File: src/rtl/onehot_to_bin_stream.sv
`timescale 1ns/1ps
`default_nettype none
// ============================================================================
//  Module   : onehot_to_bin_stream
//  Purpose  : Registered multi-channel one-hot to binary encoder with
//             illegal-code flagging, error counting and a 2-entry spill buffer.
//  Revision : 1.0 - initial release
// ============================================================================
module onehot_to_bin_stream #(
  parameter int unsigned ONEHOT_WIDTH  = 16,
  parameter int unsigned NUM_CH        = 1,
  parameter int unsigned BIN_WIDTH     = (ONEHOT_WIDTH == 1) ? 1 : $clog2(ONEHOT_WIDTH),
  parameter bit          LOWEST_WINS   = 1'b0,
  parameter int unsigned ERR_CNT_WIDTH = 8
) (
  input  logic                           clk_i,
  input  logic                           rst_ni,
  input  logic                           valid_i,
  output logic                           ready_o,
  input  logic [NUM_CH*ONEHOT_WIDTH-1:0] onehot_i,
  output logic                           valid_o,
  input  logic                           ready_i,
  output logic [NUM_CH*BIN_WIDTH-1:0]    bin_o,
  output logic [NUM_CH-1:0]              err_o,
  output logic [ERR_CNT_WIDTH-1:0]       err_cnt_o,
  input  logic                           clr_i
);

  localparam int unsigned PAYLOAD_W = NUM_CH * (BIN_WIDTH + 1);

  typedef enum logic [1:0] {
    S_EMPTY = 2'd0,
    S_ONE   = 2'd1,
    S_TWO   = 2'd2
  } state_e;

  logic [NUM_CH*BIN_WIDTH-1:0] enc_bin;
  logic [NUM_CH-1:0]           enc_err;
  logic [PAYLOAD_W-1:0]        enc_payload;

  generate
    for (genvar c = 0; c < NUM_CH; c++) begin : g_ch
      if (ONEHOT_WIDTH == 1) begin : g_w1
        assign enc_bin[c*BIN_WIDTH +: BIN_WIDTH] = '0;
        assign enc_err[c]                        = ~onehot_i[c];
      end else begin : g_wn
        logic [ONEHOT_WIDTH-1:0] code;
        logic [BIN_WIDTH-1:0]    bin_or;
        logic [BIN_WIDTH-1:0]    bin_low;
        logic                    seen;
        logic                    multi;

        assign code = onehot_i[c*ONEHOT_WIDTH +: ONEHOT_WIDTH];

        // Scan high-to-low so the last hit is the lowest set index.
        always_comb begin
          bin_or  = '0;
          bin_low = '0;
          seen    = 1'b0;
          multi   = 1'b0;
          for (int i = ONEHOT_WIDTH - 1; i >= 0; i--) begin
            if (code[i]) begin
              bin_or  = bin_or | BIN_WIDTH'(i);
              bin_low = BIN_WIDTH'(i);
              multi   = multi | seen;
              seen    = 1'b1;
            end
          end
        end

        assign enc_bin[c*BIN_WIDTH +: BIN_WIDTH] = LOWEST_WINS ? bin_low : bin_or;
        assign enc_err[c]                        = ~seen | multi;
      end
    end
  endgenerate

  assign enc_payload = {enc_bin, enc_err};

  state_e                   state_q, state_d;
  logic [PAYLOAD_W-1:0]     a_q, a_d;
  logic [PAYLOAD_W-1:0]     b_q, b_d;
  logic                     ready_q, ready_d;
  logic                     valid_q, valid_d;
  logic [ERR_CNT_WIDTH-1:0] cnt_q, cnt_d;
  logic                     accept;
  logic                     pop;

  assign accept = valid_i & ready_q;
  assign pop    = valid_q & ready_i;

  always_comb begin
    state_d = state_q;
    a_d     = a_q;
    b_d     = b_q;
    case (state_q)
      S_EMPTY: begin
        if (accept) begin
          a_d     = enc_payload;
          state_d = S_ONE;
        end
      end
      S_ONE: begin
        if (accept && !pop) begin
          b_d     = enc_payload;
          state_d = S_TWO;
        end else if (accept && pop) begin
          a_d = enc_payload;
        end else if (pop) begin
          state_d = S_EMPTY;
        end
      end
      S_TWO: begin
        if (pop) begin
          a_d     = b_q;
          state_d = S_ONE;
        end
      end
      default: state_d = S_EMPTY;
    endcase

    // Handshake flags are precomputed from the next state so both ports come straight off flops.
    ready_d = (state_d != S_TWO);
    valid_d = (state_d != S_EMPTY);

    cnt_d = cnt_q;
    if (clr_i) begin
      cnt_d = '0;
    end else if (accept && (|enc_err) && (cnt_q != {ERR_CNT_WIDTH{1'b1}})) begin
      cnt_d = cnt_q + ERR_CNT_WIDTH'(1);
    end
  end

  always_ff @(posedge clk_i or negedge rst_ni) begin
    if (!rst_ni) begin
      state_q <= S_EMPTY;
      a_q     <= '0;
      b_q     <= '0;
      ready_q <= 1'b1;
      valid_q <= 1'b0;
      cnt_q   <= '0;
    end else begin
      state_q <= state_d;
      a_q     <= a_d;
      b_q     <= b_d;
      ready_q <= ready_d;
      valid_q <= valid_d;
      cnt_q   <= cnt_d;
    end
  end

  assign ready_o          = ready_q;
  assign valid_o          = valid_q;
  assign {bin_o, err_o}   = a_q;
  assign err_cnt_o        = cnt_q;

`ifndef SYNTHESIS
`ifndef COMMON_CELLS_ASSERTS_OFF
  a_valid_held : assert property (@(posedge clk_i) disable iff (!rst_ni)
    (valid_i && !ready_o) |=> valid_i);
  a_data_stable : assert property (@(posedge clk_i) disable iff (!rst_ni)
    (valid_i && !ready_o) |=> $stable(onehot_i));
`endif
`endif

endmodule
`default_nettype wire

File: config.mk
export PLATFORM = sky130hd
export DESIGN_NAME = onehot_to_bin_stream
export DESIGN_NICKNAME = d
export VERILOG_FILES = /design/src/rtl/onehot_to_bin_stream.sv
export SDC_FILE = /design/constraint.sdc
export NUM_CORES = 1
export LEC_CHECK = 0
export ABC_AREA = 1
export CAP_MARGIN = 0
export CELL_PAD_IN_SITES_DETAIL_PLACEMENT = 0
export CELL_PAD_IN_SITES_GLOBAL_PLACEMENT = 1
export CORE_UTILIZATION = 45
export CTS_BUF_LIST = sky130_fd_sc_hd__clkbuf_8
export DETAILED_ROUTE_END_ITERATION = 6
export DONT_BUFFER_PORTS = 1
export PLACE_DENSITY_LB_ADDON = 0.1
export SLEW_MARGIN = 15
export SYNTH_ARGS = -nofsm -noshare
export SYNTH_HDL_FRONTEND = slang
export SYNTH_SLANG_ARGS = --single-unit
export TNS_END_PERCENT = 20
File: constraint.sdc
create_clock -name clk_i -period 2.85 [get_ports clk_i]
set_input_delay 0.7125 -clock clk_i [delete_from_list [all_inputs] [get_ports clk_i]]
set_output_delay 0.7125 -clock clk_i [all_outputs]
set_load 0.1 [all_outputs]
==> impl_metrics.yaml, run 1 <==
grt:
  grt_pass1_wl_um: 5092
  track_usage_pct: 19.66
  grt_pass1_vias: 1227
  grt.met2_usage_pct: 32.56
  busiest_layer: "met2"
  grt_start_max_net_pins: 23
  grt_remaining_overflow: 0
  grt_use_met3_pct: 4.082
  met1_usage_pct: 25.36
  antenna_found_initial: 0
outcome:
  failed_checks: "DRC"
  status: "finished with violations"
clock_tree:
  cts_resized: 0
  clock-sinks: 22
  htreeDepth: 1
  clock_path_buffers: 2
  cts-buffers-inserted: 3
  clk_pin_slew_ps: 80
  hold_buffers: 0
  ctsRootBufferMaster: "clkbuf_8"
  cts_setup_buffers: 0
  cts_tree: "yes"
  clk_latency_ps: 260
routing:
  drc: 2
  ant_nets: 0
  drt_iter0_drc: 59
  vias: 1239
  wl_per_cell_um: 12.17
  first_pass_iters: 7
  vias_per_cell: 5.318
  wl_um: 2836
power:
  leakage_uw: 0.0008197
  power.density_mw_per_mm2: 899.6
  peakVddDrop_mv: 0.3188
  p_total_uw: 1385
yosys:
  synthArstFlopShare_pct: 100.0
  synth_top_family_by_area: "simple AND/OR/NAND/NOR gates"
  synth_top_cell_by_area: "dfrtp_1"
  yosysWarnings: 0
  synth_area_per_cell_um2: 7.342
  ys_seq_area_share_pct: 39.77
  ys_ff_latch: 22
  syn_area_mm2: 0.001388
  synth_commonest_cells: "nand2_1, inv_1, dfrtp_1"
  synth-simple-area-share_pct: 36.79
  netlist_instances: 189
  synth.most_common_cell: "nand2_1"
  synth_edf_count: 0
  synthFlopType: "dfrtp_1"
  synthMuxAreaShare_pct: 0
  synth_top_area_share_pct: 37.87
  synthAdderAreaFrac_pct: 0.9017
  synth_area_leaders: "dfrtp_1, nand2_1, inv_1"
  synth-xor-area-share_pct: 3.787
  synth_nets: 211
  ys_types: 26
  synth_compound_area_share_pct: 9.288
sta:
  finalHoldViolCount: 0
  slew_headroom_pct: 39.74
  fmaxAchievable_ghz: 0.5051
  tightest_slew_ps: 904.0
  layout_min_cycle_time_ps: 1980
  final-setup-viol-count: 0
  period_share_pct: 69.47
  skew_ps: 3.586
  final_max_slew_viol_count: 0
  setup-tns-final_ps: 0
  rsz0062_at_grt: "false"
finish:
  fin_nets: 225
  fin_area_mm2: 0.001539
  synthToLayoutAreaGrowth_pct: 10.91
  final_layout_size_suffix_gt1_share_pct: 12.87
  num_antenna_cells: 0
  fillers: 285
critical_path:
  crit_path_start_kind: "primary input"
  path_class: "in2reg"
  cp.required_ps: 3050
  cp_data_arrival_time_ps: 2180
  worstPathMaxFanout: 11
  regToRegSetupSlack_ps: 1160
  cp-end-kind: "register"
placed_design:
  portBuffers: 0
  hpwl_um: 2239
  gp_congestion: 0.8065
  placed_area_mm2: 0.001494
die:
  die_h_um: 57.53
  die_w_um: 57.53
  num_rows: 19
  start_util_pct: 49.05
  core_mm2: 0.002829
  dieArea_mm2: 0.003310
  pin_count: 36
min_path:
  hold_class: "in2async"
flow_run:
  maxCapViolations: 0
==> sequential cells by signal, indices dropped and copies added (netlist names) <==
register,count
state_q,2
valid_o,1
ready_o,1
err_cnt_o,8
a_q,5
b_q,5
==> cell type report <==
class / count / area [um2] / area share [%]
multi-input cells: 134 / 704.4 / 45.77
flip-flops and latches: 22 / 551.8 / 35.85
inverters: 31 / 116.4 / 7.561
repair buffers: 11 / 82.58 / 5.366
clock buffers: 3 / 41.29 / 2.683
well taps: 31 / 38.79 / 2.520
clock inverters: 1 / 3.754 / 0.2439
==> power by group <==
part,switching (uW),internal (uW)
logic,323,125
clock network,94.5,96.0
registers,332,415
==> kinds of logic after synthesis <==
group	count (synthesis)
AND/OR/NAND/NOR	103
buffers and inverters	33
AO/OA/AOI/OAI	24
flip-flops	22
XOR/XNOR	6
adder cells (fa/ha/maj)	1
==> metal layers <==
metal | vias up | wire length, um
met5 | - | 0
met4 | 0 | 30
met3 | 4 | 108
met2 | 23 | 1341
met1 | 573 | 1355
li1 | 639 | -
==> through the flow <==
stage / utilization (%) / cells / worst slack (ps) / hold WS [ps]
final: 54.40 / 233 / 870.2 / 139.8
after global routing: 54.40 / 233 / 630.0 / 126.4
after CTS: 54.40 / 233 / 866.1 / 130.4
after detailed placement: 52.81 / 229 / 593.3 / 417.3
after floorplan: - / 189 / 619.2 / 416.9
after global placement: 52.81 / 229 / 644.6 / 417.3
==> layout by cell type, fill, tap and decap left out <==
master    count
nand3_1      13
o21ai_1       1
nand3_2       1
ha_1          1
buf_4        11
o22ai_1       1
nor2_2        2
nand2_2       1
clkbuf_8      3
nor3_1        5
clkinv_1      1
o21ai_2       1
nor2_4        3
nand4_1      13
nand3_4       2
nand2_1      51
o21a_1        1
dfrtp_1      21
nor2_1       11
xor2_1        6
inv_1        31
a31oi_1       1
o21ai_0      14
a21oi_1       5
dfstp_2       1
or2_4         1
==> worst max-delay path, stage by stage <==
cell and delay [ps]:
or2_4 250, nor2_4 150, nand3_4 120, nor2_4 120, nand3_1 70, nand2_1 70
nand2_1 40, inv_1 50, nand3_2 200, nand2_2 220, nand3_1 90, nand2_1 80
==> final timing paths <==
path / start / to / cells past startpoint
min in group clk_i: b_q[2]$_DFFE_PN0P_ / b_q[2]$_DFFE_PN0P_ / 2
worst max register to register: err_cnt_o[3]$_DFFE_PN0P_ / err_cnt_o[5]$_DFFE_PN0P_ / 10
worst max-delay path: onehot_i[11] / err_cnt_o[5]$_DFFE_PN0P_ / 12
worst min register to register: b_q[2]$_DFFE_PN0P_ / b_q[2]$_DFFE_PN0P_ / 2
worst min-delay path: rst_ni / err_cnt_o[2]$_DFFE_PN0P_ / 0
max in group asynchronous: rst_ni / ready_o$_DFF_PN1_ / 0
(Power assumes the default switching activity.)
==> inputs of run 2 (changes only) <==
==> constraint.sdc (replaced) <==
create_clock -name clk_i -period 1.9 [get_ports clk_i]
set_input_delay 0.475 -clock clk_i [delete_from_list [all_inputs] [get_ports clk_i]]
set_output_delay 0.475 -clock clk_i [all_outputs]
set_load 0.1 [all_outputs]
==> impl_metrics.yaml, run 2 (synthesized netlist as in run 1, its figures left out) <==
clock_tree:
  cts_tree: "yes"
  clk_pin_slew_ps: 80
  clock_path_buffers: 2
  clock-sinks: 22
  htreeDepth: 1
  hold_buffers: 1
  ctsRootBufferMaster: "clkbuf_8"
  clk_latency_ps: 260
  cts_setup_buffers: 0
  cts-buffers-inserted: 3
  cts_resized: 0
routing:
  drt_iter0_drc: 33
  wl_per_cell_um: 12.81
  wl_um: 3114
  first_pass_iters: 6
  vias_per_cell: 5.296
  drc: 2
  vias: 1287
  ant_nets: 0
critical_path:
  cpMaxStageDelayCell: "nand2_2"
  path_cells: "nor2_4 > nand3_4 > nor2_4 > nand3_4 > nor2_4 > nand3_1 > nand2_1 > nand2_1 > inv_1 > nand3_2 > nand2_2 > nand3_1 > nand2_1"
  regToRegSetupSlack_ps: 360
  cp.required_ps: 2100
  path_class: "in2reg"
  cpLargestDelayFamily: "simple AND/OR/NAND/NOR gates"
  r2r_cells: 10
  cp-endpoint: "err_cnt_o[0]$_DFFE_PN0P_"
  cp_data_arrival_time_ps: 1820
  slowest_delay_ps: 190
  r2r_end: "a_q[0]$_DFFE_PN0P_"
  crit_path_start_kind: "primary input"
  r2r_start: "ready_o$_DFF_PN1_"
  worstPathMaxFanout: 8
  critPathBufInv: 1
  cp.depth: 13
  cp-end-kind: "register"
  critPathLaunch: "onehot_i[15]"
grt:
  antenna_found_initial: 0
  grt_pass1_vias: 1269
  grt_start_max_net_pins: 22
  grt_remaining_overflow: 0
  track_usage_pct: 21.43
  grt_pass1_wl_um: 5437
flow_run:
  maxCapViolations: 0
finish:
  num_antenna_cells: 0
  final_layout_size_suffix_gt1_share_pct: 20.28
  largest_reg_flops: 8
  synthToLayoutAreaGrowth_pct: 18.21
  layout_common_cells: "nand2_1, inv_1, buf_4"
  fin_nets: 235
  layoutNonFillerInstCount: 243
  layout_commonest_cell: "nand2_1"
power:
  peakVddDrop_mv: 0.3993
  power.density_mw_per_mm2: 1369
  leakage_uw: 0.0008579
outcome:
  status: "finished with violations"
  failed_checks: "DRC"
sta:
  setup-tns-final_ps: 0
  skew_ps: 6.489
  layout_min_cycle_time_ps: 1615
  fmaxAchievable_ghz: 0.6193
  finalHoldViolCount: 0
  slew_headroom_pct: 36.61
  rsz0062_at_grt: "false"
  tightest_slew_ps: 947.8
  period_share_pct: 84.99
  final_max_slew_viol_count: 0
  final-setup-viol-count: 0
min_path:
  hold_class: "in2async"
die:
  die_h_um: 57.53
  core_mm2: 0.002829
  num_rows: 19
  start_util_pct: 49.05
  die_w_um: 57.53
  dieArea_mm2: 0.003310
  pin_count: 36
placed_design:
  gp_congestion: 0.8572
  place_inst: 238
  portBuffers: 0
  hpwl_um: 2370
==> run 2: power by group <==
| part | internal [uW] | total (uW) | switching [uW] |
|---|---|---|---|
| Sequential | 633 | 715 | 82.6 |
| Combinational | 264 | 1200 | 933 |
| Clock | 185 | 334 | 150 |
| Total | 1080 | 2250 | 1170 |
==> run 2: through the flow <==
step	hold slack [ps]	worst slack, ps	power [uW]	util, %	instance area (um2)
after floorplan	179.4	37.02	1663	-	1401
after global placement	179.9	39.48	1887	55.68	1575
after detailed placement	179.8	-1.640	1911	55.68	1575
after CTS	38.94	264.7	2256	57.98	1640
after global routing	32.65	78.73	2389	57.98	1640
final	45.19	285.2	2246	57.98	1640
==> run 2: final cells by class <==
| class | count | area, um2 |
|---|---|---|
| fill | 280 | 1189 |
| sequential | 22 | 559.3 |
| inverter | 31 | 116.4 |
| tap | 31 | 38.79 |
| timing repair buffer | 21 | 160.2 |
| clock buffer | 4 | 55.05 |
| multi-input combinational | 134 | 710.7 |
==> run 2: worst min-delay path by stage <==
stage / startpoint / cells after the start / slack [ps] / endpoint
finish: rst_ni / 0 / 50 / ready_o$_DFF_PN1_
global route: rst_ni / 0 / 30 / ready_o$_DFF_PN1_
CTS: rst_ni / 0 / 40 / ready_o$_DFF_PN1_
detailed placement: rst_ni / 0 / 180 / a_q[1]$_DFFE_PN0P_
global placement: rst_ni / 0 / 180 / a_q[1]$_DFFE_PN0P_
floorplan: rst_ni / 0 / 180 / a_q[0]$_DFFE_PN0P_
==> run 2: routing by layer <==
layer  routed length, um  track usage [%]  up-vias
li1                    -                -      660
met1                1383            26.07      585
met2                1545            37.04       38
met3                 146            4.308        4
met4                  38            8.362        0
met5                   0                0        -
==> inputs of run 3 (changes only) <==
--- a/config.mk
+++ b/config.mk
@@ -5,7 +5,7 @@
 export SDC_FILE = /design/constraint.sdc
 export NUM_CORES = 1
 export LEC_CHECK = 0
-export ABC_AREA = 1
+export ABC_AREA = 0
 export CAP_MARGIN = 0
 export CELL_PAD_IN_SITES_DETAIL_PLACEMENT = 0
 export CELL_PAD_IN_SITES_GLOBAL_PLACEMENT = 1
==> constraint.sdc (replaced) <==
create_clock -name clk_i -period 1.5 [get_ports clk_i]
set_input_delay 0.375 -clock clk_i [delete_from_list [all_inputs] [get_ports clk_i]]
set_output_delay 0.375 -clock clk_i [all_outputs]
set_load 0.1 [all_outputs]
==> impl_metrics.yaml, run 3 <==
outcome:
  status: "finished with violations"
  failed_checks: "setup timing"
clock_tree:
  cts-buffers-inserted: 3
  clk_pin_slew_ps: 80
  clock_path_buffers: 2
  clock-sinks: 22
  cts_tree: "yes"
  clk_latency_ps: 260
  htreeDepth: 1
  ctsRootBufferMaster: "clkbuf_8"
finish:
  layout_common_cells: "buf_4, dfrtp_1, a21oi_1"
  largest_reg_flops: 8
  final_layout_size_suffix_gt1_share_pct: 38.04
  layout_commonest_cell: "buf_4"
  num_antenna_cells: 0
  utilization_pct: 63.47
  layoutNonFillerInstCount: 215
  synthToLayoutAreaGrowth_pct: 32.74
  fin_nets: 207
sta:
  period_share_pct: 144.9
  fmaxAchievable_ghz: 0.4600
  setup_slack_ps: -673.9
  skew_ps: 7.117
  tightest_slew_ps: 497.3
  final_max_slew_viol_count: 0
  slew_headroom_pct: 66.85
  setup-tns-final_ps: -5754
  layout_min_cycle_time_ps: 2174
  finalHoldViolCount: 0
  final-setup-viol-count: 10
  rsz0062_at_grt: "true"
routing:
  wl_um: 3174
  vias: 1261
  drc: 0
  wl_per_cell_um: 14.76
  ant_nets: 0
  drt_iter0_drc: 35
  first_pass_iters: 4
  vias_per_cell: 5.865
power:
  leakage_uw: 0.0007459
  p_switching_uw: 1188
  peakVddDrop_mv: 1.793
  netSwitchingFraction_pct: 44.65
  p_total_uw: 2661
  power.density_mw_per_mm2: 1507
  intPower_uw: 1473
  comb_power_share_pct: 47.5
  seqPwrFrac_pct: 32.0
  pwr-share-clk_pct: 20.6
yosys:
  synth_nets: 165
  synth.most_common_cell: "dfrtp_1"
  synth_area_leaders: "dfrtp_1, a21oi_1, o21ai_0"
  synthArstFlopShare_pct: 100.0
  synth_area_per_cell_um2: 9.301
  ys_types: 45
  synth_top_area_share_pct: 39.51
  synth_commonest_cells: "dfrtp_1, a21oi_1, nand2_1, nor2_1, o21ai_0"
  netlist_instances: 143
  ys_ff_latch: 22
  synthFlopType: "dfrtp_1"
  synth_top_cell_by_area: "dfrtp_1"
  synth_edf_count: 0
  yosysWarnings: 0
  syn_area_mm2: 0.001330
  ys_seq_area_share_pct: 41.49
grt:
  grt_pass1_vias: 1238
  antenna_found_initial: 0
  grt_pass1_wl_um: 5506
  grt_remaining_overflow: 0
  grt_start_max_net_pins: 23
  track_usage_pct: 21.77
die:
  num_rows: 19
  pin_count: 36
  start_util_pct: 47.82
  dieArea_mm2: 0.003177
  die_w_um: 56.37
  core_mm2: 0.002781
  die_h_um: 56.37
placed_design:
  place_inst: 209
  hpwl_um: 2448
  gp_congestion: 0.8480
  portBuffers: 0
  dp_slack_ps: -963.1
critical_path:
  crit_path_start_kind: "primary input"
  cp_data_arrival_time_ps: 2320
  worstPathMaxFanout: 5
  cp.required_ps: 1650
  cp-end-kind: "register"
  path_class: "in2reg"
min_path:
  hold_class: "in2async"
flow_run:
  maxCapViolations: 0
[run 3: area by class of cell]
type	count	area (um2)
well taps	31	38.79
flip-flops and latches	22	551.8
multi-input cells	114	775.7
fillers	244	1016
clock inverters	1	30.03
repair buffers	42	320.3
inverters	2	7.507
clock buffers	3	41.29
[run 3: power groups by stage]
| stage | clock, uW | sequential, uW | combinational, uW |
|---|---|---|---|
| 2_1_floorplan | 0 | 1430 | 359 |
| 3_3_place_gp | 0 | 850 | 1200 |
| 3_5_place_dp | 0 | 859 | 1220 |
| 4_1_cts | 559 | 848 | 1250 |
| 5_1_grt | 578 | 875 | 1340 |
| 6_report | 547 | 850 | 1260 |
[run 3: kinds of logic after synthesis]
kind of cell | synth area share, %
buf+inv | 2.823
flops | 41.49
fa+ha+maj | 2.446
simple gates | 28.03
mux | 3.668
compound gates | 21.54
[run 3: per-stage QoR]
stage | hold WS [ps] | area, um2
after detailed placement | 79.90 | 1655
after floorplan | 79.41 | 1346
after global routing | 110.6 | 1765
after global placement | 79.88 | 1655
final | 68.32 | 1765
after CTS | 157.6 | 1750
[run 3: repair_timing]
action / CTS / global route
hold buffers: 1 / 0
endpoints found under the hold margin: 22 / 0
resized for setup: 5 / 5
pin swaps: 2 / 0
setup endpoints to repair: 11 / 17
setup buffers: 1 / 0
[run 3: metal layers]
metal	track usage, %	wire length [um]	share of wire, %	vias to the layer above
met4	7.666	25	0.79	0
met3	3.687	181	5.7	4
met5	0	0	0	-
li1	-	-	-	628
met1	31.08	1382	44	591
met2	33.33	1585	50	38
[run 3: worst paths after layout]
path                            cells after the start                startpoint  slack (ps)                  endpoint
worst max-delay path                                7              onehot_i[13]        -670  err_cnt_o[2]$_DFFE_PN0P_
worst min-delay path                                1                    rst_ni          70  err_cnt_o[0]$_DFFE_PN0P_
worst max register to register                      5  err_cnt_o[3]$_DFFE_PN0P_        -500  err_cnt_o[4]$_DFFE_PN0P_
worst min register to register                      1        b_q[3]$_DFFE_PN0P_         480        b_q[3]$_DFFE_PN0P_
max in group asynchronous                           1                    rst_ni        1070         ready_o$_DFF_PN1_
min in group clk_i                                  1                     clr_i         160  err_cnt_o[0]$_DFFE_PN0P_
[run 3: critical path: stages]
cell	delay (ps)
or4_4	520
o31a_1	250
a221o_1	290
a2111oi_4	370
buf_4	190
nor3b_1	50
mux2_2	270
